[config.mk]
export PLATFORM = sky130hd
export DESIGN_NAME = stack_sequencer
export DESIGN_NICKNAME = d
export VERILOG_FILES = /design/src/rtl/stack_sequencer.sv
export SDC_FILE = /design/constraint.sdc
export NUM_CORES = 1
export LEC_CHECK = 0
export BUFFER_PORTS_ARGS = -buffer_cell sky130_fd_sc_hd__buf_2
export CAP_MARGIN = 10
export CELL_PAD_IN_SITES_DETAIL_PLACEMENT = 0
export CELL_PAD_IN_SITES_GLOBAL_PLACEMENT = 1
export CORE_ASPECT_RATIO = 1.2
export CORE_MARGIN = 2
export CORE_UTILIZATION = 47
export CTS_CLUSTER_DIAMETER = 200
export DETAILED_ROUTE_END_ITERATION = 10
export PLACE_DENSITY = 0.86
export SYNTH_ARGS = -nofsm -noshare
export SYNTH_HDL_FRONTEND = slang
export SYNTH_SLANG_ARGS = --single-unit
[constraint.sdc]
create_clock -name clk -period 2.22 [get_ports clk]
set_input_delay 0.333 -clock clk [delete_from_list [all_inputs] [get_ports clk]]
set_output_delay 0.333 -clock clk [all_outputs]
set_load 0.02 [all_outputs]
[src/rtl/stack_sequencer.sv]
// Operand-stack sequencer: accepts single-cycle push/pop/tos pulses, runs each
// through a small FSM and reports completion with a one-cycle done/err pulse.
module stack_sequencer #(
   parameter int DATA_W = 8,
   parameter int DEPTH  = 16,
   parameter int ADDR_W = 4
) (
   input  logic              clk,
   input  logic              rst,
   input  logic              push,
   input  logic              pop,
   input  logic              tos,
   input  logic [DATA_W-1:0] din,
   output logic [DATA_W-1:0] dout,
   output logic              ready,
   output logic              done,
   output logic              err,
   output logic              empty,
   output logic              full,
   output logic [ADDR_W:0]   count
);

   typedef enum logic [1:0] {
      IDLE = 2'd0,
      WR   = 2'd1,
      RD   = 2'd2,
      FIN  = 2'd3
   } state_t;

   localparam logic [ADDR_W:0] DEPTH_C = (ADDR_W+1)'(DEPTH);
   localparam logic [ADDR_W:0] ONE_C   = (ADDR_W+1)'(1);

   state_t            state_r;
   logic [DATA_W-1:0] mem_r [DEPTH];
   logic [DATA_W-1:0] din_r;
   logic              is_pop_r;
   logic [1:0]        req_cnt_s;
   logic [ADDR_W-1:0] wr_addr_s;
   logic [ADDR_W-1:0] rd_addr_s;
   logic [ADDR_W:0]   count_dec_s;

   // Request decode and stack addressing derived from the current count.
   always_comb begin
      req_cnt_s   = {1'b0, push} + {1'b0, pop} + {1'b0, tos};
      count_dec_s = count - ONE_C;
      wr_addr_s   = count[ADDR_W-1:0];
      rd_addr_s   = count_dec_s[ADDR_W-1:0];
   end

   // Storage write; deliberately not reset and suppressed when a reset aborts WR.
   always_ff @(posedge clk) begin
      if (!rst && (state_r == WR) && !full) begin
         mem_r[wr_addr_s] <= din_r;
      end
   end

   // Sequencer FSM with all status outputs registered.
   always_ff @(posedge clk) begin
      if (rst) begin
         state_r  <= IDLE;
         count    <= '0;
         dout     <= '0;
         err      <= 1'b0;
         done     <= 1'b0;
         ready    <= 1'b1;
         empty    <= 1'b1;
         full     <= 1'b0;
         din_r    <= '0;
         is_pop_r <= 1'b0;
      end else begin
         case (state_r)
            IDLE: begin
               done <= 1'b0;
               err  <= 1'b0;
               if (req_cnt_s == 2'd1) begin
                  din_r    <= din;
                  is_pop_r <= pop;
                  ready    <= 1'b0;
                  state_r  <= push ? WR : RD;
               end else if (req_cnt_s > 2'd1) begin
                  // Illegal combination: report straight away, nothing changes.
                  err     <= 1'b1;
                  done    <= 1'b1;
                  ready   <= 1'b0;
                  state_r <= FIN;
               end else begin
                  ready   <= 1'b1;
                  state_r <= IDLE;
               end
            end
            WR: begin
               if (full) begin
                  err <= 1'b1;
               end else begin
                  err   <= 1'b0;
                  count <= count + ONE_C;
                  empty <= 1'b0;
                  full  <= ((count + ONE_C) == DEPTH_C);
               end
               done    <= 1'b1;
               state_r <= FIN;
            end
            RD: begin
               if (empty) begin
                  err <= 1'b1;
               end else begin
                  err  <= 1'b0;
                  dout <= mem_r[rd_addr_s];
                  if (is_pop_r) begin
                     count <= count_dec_s;
                     full  <= 1'b0;
                     empty <= (count == ONE_C);
                  end
               end
               done    <= 1'b1;
               state_r <= FIN;
            end
            FIN: begin
               done    <= 1'b0;
               err     <= 1'b0;
               ready   <= 1'b1;
               state_r <= IDLE;
            end
            default: begin
               done    <= 1'b0;
               err     <= 1'b0;
               ready   <= 1'b1;
               state_r <= IDLE;
            end
         endcase
      end
   end

endmodule
# == After elaboration in Yosys (flattened, before gate mapping) ==
# Memory sizes are Yosys's and may differ from the RTL's. A register that Yosys moved wholly into a read port is not among the register bits.
# Cells that the tools add are included.
# totals
register_bits,21
ramBits,128
inputBits,13
output_inout_bits,18
elab_cells,65
n_memories,1
# memory_table
name,words,width,read_ports,rd_clocked_by_memory_dff,write_ports,line_no,rtl
mem_r,16,8,1,1,1,34,logic [DATA_W-1:0] mem_r [DEPTH];
# classes
add_sub_neg,4
magnitude_cmp,1
n_eq_ne,9
n_mux,27
bitwise_logic,1
reduce_logical,13
# ops
operator,n
$mux 5,3
$mux 1,14
$pmux 5 s2,1
$mux 2,3
$ne 2x2->1 const B,3
$pmux 1 s2,3
$pmux 2 s3,1
$reduce_and 2->1,3
$add 5x1->5 const B,1
$eq 5x1->1 const B,1
$eq 5x5->1 const B,1
$sub 5x1->5 const B,1
$eq 2x1->1 const B,2
$eq 2x2->1 const B,2
$pmux 1 s4,1
$reduce_and 4->1,1
$reduce_bool 2->1,2
$pmux 1 s3,1
$reduce_and 3->1,1
$add 1x1->2,1
$add 2x1->2,1
$gt 2x1->1 const B,1
$logic_and 1x1->1,2
$logic_not 1->1,2
other kinds (3),3

# == Logic depth before layout (Yosys ltp) ==
# Gate-level depths: netlist (run 1).
# logic_depth
depth_word,6
ltp_mapped,10
mapped_depth_nobuf,7

# == Least setup slack after synthesis (run 1) ==
# OpenSTA, ideal clock, no wires.
# synth_path
path_type,register to register
startpoint,reg count[0]
endpoint,"reg dout[0], read port of mem_r"
setup_time_ns,0.125
arrival_ns,2.480
required_ns,2.095
slack_ns,-0.385
stages_incl_launch_ff,9
n_path_buf,2
period_less_slack_ns,2.605
path_cell_list,dfxtp_1 > buf_2 > inv_2 > ha_1 > xor2_4 > buf_12 > mux4_1 > mux2i_1 > o21ai_0
# synth_between
elab_chain_cells,1
# synth_rtl
item,line_no,rtl
start: declaration,20,output logic [ADDR_W:0] count
start signal: assignment,96,count <= count + ONE_C;
start signal: assignment,110,count <= count_dec_s;
$sub 5x1->5,45,count_dec_s = count - ONE_C;
end: declaration,14,"output logic [DATA_W-1:0] dout,"
# Every way passes these cells.
# A chain may end at the register's enable or synchronous reset.

# == Worst setup path in the final report (run 1) ==
# layout_path
startpoint,reg count[1]
endpoint,"reg dout[6], read port of mem_r"
# Same word-level chain as after synthesis.

==> metrics.txt, run 1 <==
Vias 3579; post-CTS setup buffers 0; Reg area 4430 um2; Synth Net Count 424; Port Buffers 30; Worst-path clk slew 0.06 ns; routability congestion estimate 0.805; number of synthesized register bits 157; number of buffers created by CTS 17; RSZ-0062 raised after global routing false; row count 46; top-count cell post-synth edfxtp_1; Comb pwr share 0.304; Arr. time, crit path 2.42 ns; Startpoint Class register; Post-synth top cells 128 x edfxtp_1, 41 x nand2_1, 36 x nor2_1, 32 x mux2i_1, 29 x dfxtp_1; P&R area growth vs syn 17.1%; Final Hold Fails 0; core area 13200 um2; largest net degree at the start of global routing 25; top-area cell type share of the netlist area 0.604; Period minus WS final 2.13 ns; Ports 31; Reg power frac 0.396; Seq/Total Area, Yosys 0.695; Die H 131 um; final setup vio count 0; CP required 2.51 ns; Die W 110 um; clk root buf clkbuf_16; pre-CTS setup slack 0.0876 ns; number of global-route vias before repair 3659; Max Buffers Root-to-Sink 2; Synth area leaders edfxtp_1 60%, dfxtp_1 9.1%, mux2i_1 5.0%; worst hold path class input port to register; initial antenna violation count 0; switch share 0.316; synthesized instance count 400; first-pass GRT wire length 20000 um; worst skew pair latency 0.41 ns; antenna fix cells 0; Tcrit/Tclk final 0.959; Util after Layout 0.563; Async S/R FF share, synth 0; nets 486; critical path fanouts, max 22; share of cells above drive strength 1 0.225; syn_area_per_cell 15.9 um2; Max Freq 470 MHz; CTS sink count 157; Clock Skews 0.00565 ns; dominant cell type by area after synthesis edfxtp_1; clock power share 0.300; Power Total 0.00901 W; full die area 14500 um2; Total GRT Usage 0.194; Final HPWL DP 8510 um; Setup CP Type register to register; Max Slew Vio Count 0; Worst Tran Pin Value 0.739 ns; Worst Slack Setup Final 0.0907 ns; Peak supply drop 681 uV; fill count 1033; Post-synth EDFFs 128; Yosys warnings 0; status finished clean; post-synthesis cell area 6360 um2; Post-Route Setup TNS 0 ns; Lkg Pwr 2.80 nW; TritonRoute pass-1 iters 4; Power per Cell Area 1210 nW/um2; Via density 5.57; total grt overflow 0; initial core utilization 0.481; library cells used by synthesis 45; CTS tree yes; max_cap viols 0; Slew HR 0.507; Routed Antenna Nets 0; Synth Flop Type edfxtp_1; multi-input logic area 1820 um2; drc violations 0; overall routed net length 13100 um; 1st-iter DRT viols 238; CP endpoint kind register; routed len/inst 20.3 um; level count of the clock H-tree 4; P_sw 0.00285 W; P_int 0.00617 W
## critical path, cell delays in order (launching register included)
cell and delay [ns]:
dfxtp_2 0.32, inv_1 0.12, ha_4 0.20, xor2_4 0.17, buf_12 0.21, mux4_1 0.59
mux2i_1 0.28, o21ai_0 0.11
## through the flow
| step | hold WS [ns] | cells | cell area (um2) |
|---|---|---|---|
| CTS | 0.135 | 643 | 7440 |
| global route | 0.146 | 643 | 7450 |
| finish | 0.152 | 643 | 7450 |
| global placement | 0.455 | 611 | 6880 |
| detailed placement | 0.464 | 611 | 6880 |
| floorplan | 0.443 | 400 | 6390 |
## final timing paths
check             cells past startpoint  startpoint        to  slack [ns]
hold reg to reg                       2     dout[6]   dout[6]        0.48
setup reg to reg                      7    count[1]   dout[6]        0.09
setup / recovery                      7    count[1]   dout[6]        0.09
hold / removal                        3      din[6]  din_r[6]        0.15
## state kept, by name, summed over array words and instances, names as in the netlist
signal    cells
dout          8
count         5
err           1
mem_r       128
state_r       2
din_r         8
full          1
empty         1
ready         1
done          1
is_pop_r      1
## what timing repair did
action                     4_1_cts  5_1_grt
gates resized for setup          0        2
hold endpoints to repair         0        0
setup endpoints to repair        0        2
hold buffers                     0        0
## cell families after synthesis
| family | synth area share |
|---|---|
| buf+inv | 0.0214 |
| simple gates | 0.0714 |
| fa+ha+maj | 0.0228 |
| compound gates | 0.0554 |
| flops | 0.695 |
| xor+xnor | 0.0126 |
| mux | 0.121 |
## layout make-up
| type | instances | area share |
|---|---|---|
| tap | 168 | 0.0282 |
| sequential | 157 | 0.594 |
| multi-input combinational | 220 | 0.245 |
| clock inverter | 15 | 0.0186 |
| clock buffer | 17 | 0.0571 |
| inverter | 6 | 0.00336 |
| timing repair buffer | 60 | 0.0537 |
## cell usage in the layout (no fill, tap or decap), types with 3 or more instances in the layout
cell type / instances
nor3_1: 7
clkinv_4: 3
clkinvlp_4: 3
mux4_1: 12
a21oi_1: 6
edfxtp_1: 128
mux4_2: 6
a32oi_1: 21
xnor2_1: 5
clkbuf_16: 17
nor2b_1: 3
o21ai_0: 10
nand2b_1: 4
ha_1: 9
nor2_1: 36
buf_2: 30
buf_4: 28
inv_6: 4
inv_1: 5
dfxtp_1: 27
mux2i_1: 31
nand2_1: 41
## layer usage
metal  wire length (um)  track usage
met5                  0            0
met4                401       0.0833
met3                968       0.0561
met2               6720        0.313
met1               5000        0.243
## power by group through the flow
stage | Combinational, W | Clock (W) | Sequential (W)
2_1_floorplan | 0.00195 | 0 | 0.00366
3_3_place_gp | 0.00268 | 0 | 0.00362
3_5_place_dp | 0.00271 | 0 | 0.00363
4_1_cts | 0.00273 | 0.00275 | 0.00357
5_1_grt | 0.00295 | 0.00288 | 0.00359
6_report | 0.00274 | 0.00270 | 0.00357
No activity file was read; power rests on OpenSTA's default activity.
==> inputs of run 2 (changes only) <==
- SLEW_MARGIN: default -> 20
- clock period: 2.22 -> 1.8 ns (I/O delays scaled with it)
==> metrics.txt, run 2 (same netlist as run 1, synthesis figures left out) <==
Routed Antenna Nets 0 (unchanged); drc violations 0 (unchanged); Final Hold Fails 0 (unchanged); initial antenna violation count 0 (unchanged); final setup vio count 8 (was 0); hold buffer count at CTS 0 (unchanged); Via density 5.40 (was 5.57); number of global-route vias before repair 3704 (was 3659); clock power share 0.274 (was 0.300); Arr. time, crit path 2.21 ns (was 2.42 ns); P_int 0.00805 W (was 0.00617 W); Util after Layout 0.598 (was 0.563); CP required 2.08 ns (was 2.51 ns); Clock Skews 0.0127 ns (was 0.00565 ns); CTS tree yes (unchanged); full die area 14500 um2 (unchanged); hold path start din[3] (was din[6]); Tcrit/Tclk final 1.07 (was 0.959); status finished, violations left (was finished clean); worst skew pair latency 0.42 ns (was 0.41 ns); Worst setup startpoint count[0] (was count[1]); biggest regs mem_r (128), din_r (8), dout (8) (unchanged); CP endpoint kind register (unchanged); clk root buf clkbuf_16 (unchanged); first-pass GRT wire length 20700 um (was 20000 um); max_cap viols 0 (unchanged); largest register by flop count mem_r (unchanged); Peak supply drop 976 uV (was 681 uV); Max Buffers Root-to-Sink 2 (unchanged); DP Cell Count 632 (was 611); R2R depth 9 (was 7); pre-CTS setup slack -0.104 ns (was 0.0876 ns); routed len/inst 19.3 um (was 20.3 um); initial core utilization 0.481 (unchanged); worst r2r src count[0] (was count[1]); number of buffers created by CTS 17 (unchanged); Reg power frac 0.374 (was 0.396); Power per Cell Area 1490 nW/um2 (was 1210 nW/um2); CTS sink count 157 (unchanged); Hold Slack 0.0796 ns (was 0.152 ns); routability congestion estimate 0.825 (was 0.805); Max Slew Vio Count 0 (unchanged); switch share 0.317 (was 0.316); Ports 31 (unchanged); hold path cells 3 (unchanged); Die H 131 um (unchanged); Lkg Pwr 2.97 nW (was 2.80 nW); worst hold path class input port to register (unchanged); antenna fix cells 0 (unchanged); largest net degree at the start of global routing 25 (unchanged); TritonRoute pass-1 iters 4 (unchanged); fill count 1008 (was 1033); max reg flops 128 (unchanged); Worst-path clk slew 0.06 ns (about the same); Total GRT Usage 0.195 (was 0.194); level count of the clock H-tree 4 (unchanged); Worst Tran Pin Value 0.671 ns (was 0.739 ns); Post-Route Setup TNS -0.650 ns (was 0 ns); nets 513 (was 486); overall routed net length 13000 um (was 13100 um); Non-Filler Instances 670 (was 643); Setup CP Type register to register (unchanged); total grt overflow 0 (unchanged); Period minus WS final 1.93 ns (was 2.13 ns); violated checks setup timing; P_sw 0.00373 W (was 0.00285 W); Slew HR 0.552 (was 0.507); Worst Slack Setup Final -0.130 ns (was 0.0907 ns); most frequent cells in the layout 128 x edfxtp_1, 37 x nand2_1, 34 x buf_4, 30 x buf_2, 29 x mux2i_1 (was 128 x edfxtp_1, 41 x nand2_1, 36 x nor2_1, 31 x mux2i_1, 30 x buf_2); Die W 110 um (unchanged); Comb pwr share 0.352 (was 0.304); Port Buffers 30 (unchanged); Max Freq 518 MHz (was 470 MHz); core area 13200 um2 (unchanged); RSZ-0062 raised after global routing true (was false); share of cells above drive strength 1 0.341 (was 0.225); Vias 3621 (was 3579); P&R area growth vs syn 24.3% (was 17.1%); row count 46 (unchanged); most common cell after layout, fill and taps aside edfxtp_1 (unchanged); Startpoint Class register (unchanged); critical path fanouts, max 16 (was 22); Final HPWL DP 8560 um (was 8510 um); 1st-iter DRT viols 234 (was 238)
-- run 2: cell count changes in the layout (fill, tap and decap cells not counted), sizes merged --
cell / change
buf: +27
clkinv: -2
bufinv: -1
clkbuf: +1
clkinvlp: +1
inv: +1
-- run 2: metal layers --
metal  global-route usage  share of wire  vias up
li1                     -              -     1724
met1                0.244           0.41     1814
met2                0.332           0.55       75
met3               0.0427          0.031        8
met4               0.0667         0.0082        0
met5                    0              0        -
-- run 2: worst paths after layout --
path                                  to  slack (ns)
worst max register to register   dout[1]       -0.13
worst max-delay path             dout[1]       -0.13
worst min register to register   dout[0]        0.49
worst min-delay path            din_r[3]        0.08
-- run 2: stage by stage --
| stage | power (W) | cell area (um2) |
|---|---|---|
| 5_1_grt | 0.0124 | 7910 |
| 3_3_place_gp | 0.00809 | 7240 |
| 6_report | 0.0118 | 7910 |
| 4_1_cts | 0.0117 | 7820 |
| 2_1_floorplan | 0.00700 | 6430 |
| 3_5_place_dp | 0.00818 | 7240 |
-- run 2: what timing repair did --
| action | in CTS | in global routing |
|---|---|---|
| endpoints found under the setup margin | 45 | 123 |
| pin swaps | 2 | 5 |
| gates cloned | 1 | 0 |
| resized for setup | 11 | 31 |
| setup buffers | 3 | 4 |
-- run 2: worst max-delay path: stages (launching register included) --
cell and delay [ns]:
dfxtp_4 0.38, inv_8 0.03, ha_4 0.17, xor2_4 0.23, buf_6 0.17, buf_12 0.16
mux2i_1 0.21, a32oi_1 0.08, a32oi_1 0.25, o21ai_1 0.12
-- run 2: power groups by stage --
| stage | clock [W] | combinational (W) | sequential (W) |
|---|---|---|---|
| 3_3_place_gp | 0 | 0.00364 | 0.00445 |
| 2_1_floorplan | 0 | 0.00248 | 0.00452 |
| 6_report | 0.00322 | 0.00415 | 0.00441 |
| 4_1_cts | 0.00326 | 0.00404 | 0.00440 |
| 3_5_place_dp | 0 | 0.00371 | 0.00447 |
| 5_1_grt | 0.00343 | 0.00451 | 0.00444 |
-- run 2: area by class of cell --
type | count | area (um2) | share of cell area
sequential | 157 | 4430 | 0.560
multi-input combinational | 220 | 1910 | 0.241
timing repair buffer | 87 | 796 | 0.101
clock buffer | 18 | 429 | 0.0542
tap | 168 | 210 | 0.0266
clock inverter | 14 | 109 | 0.0138
inverter | 6 | 30.0 | 0.00380
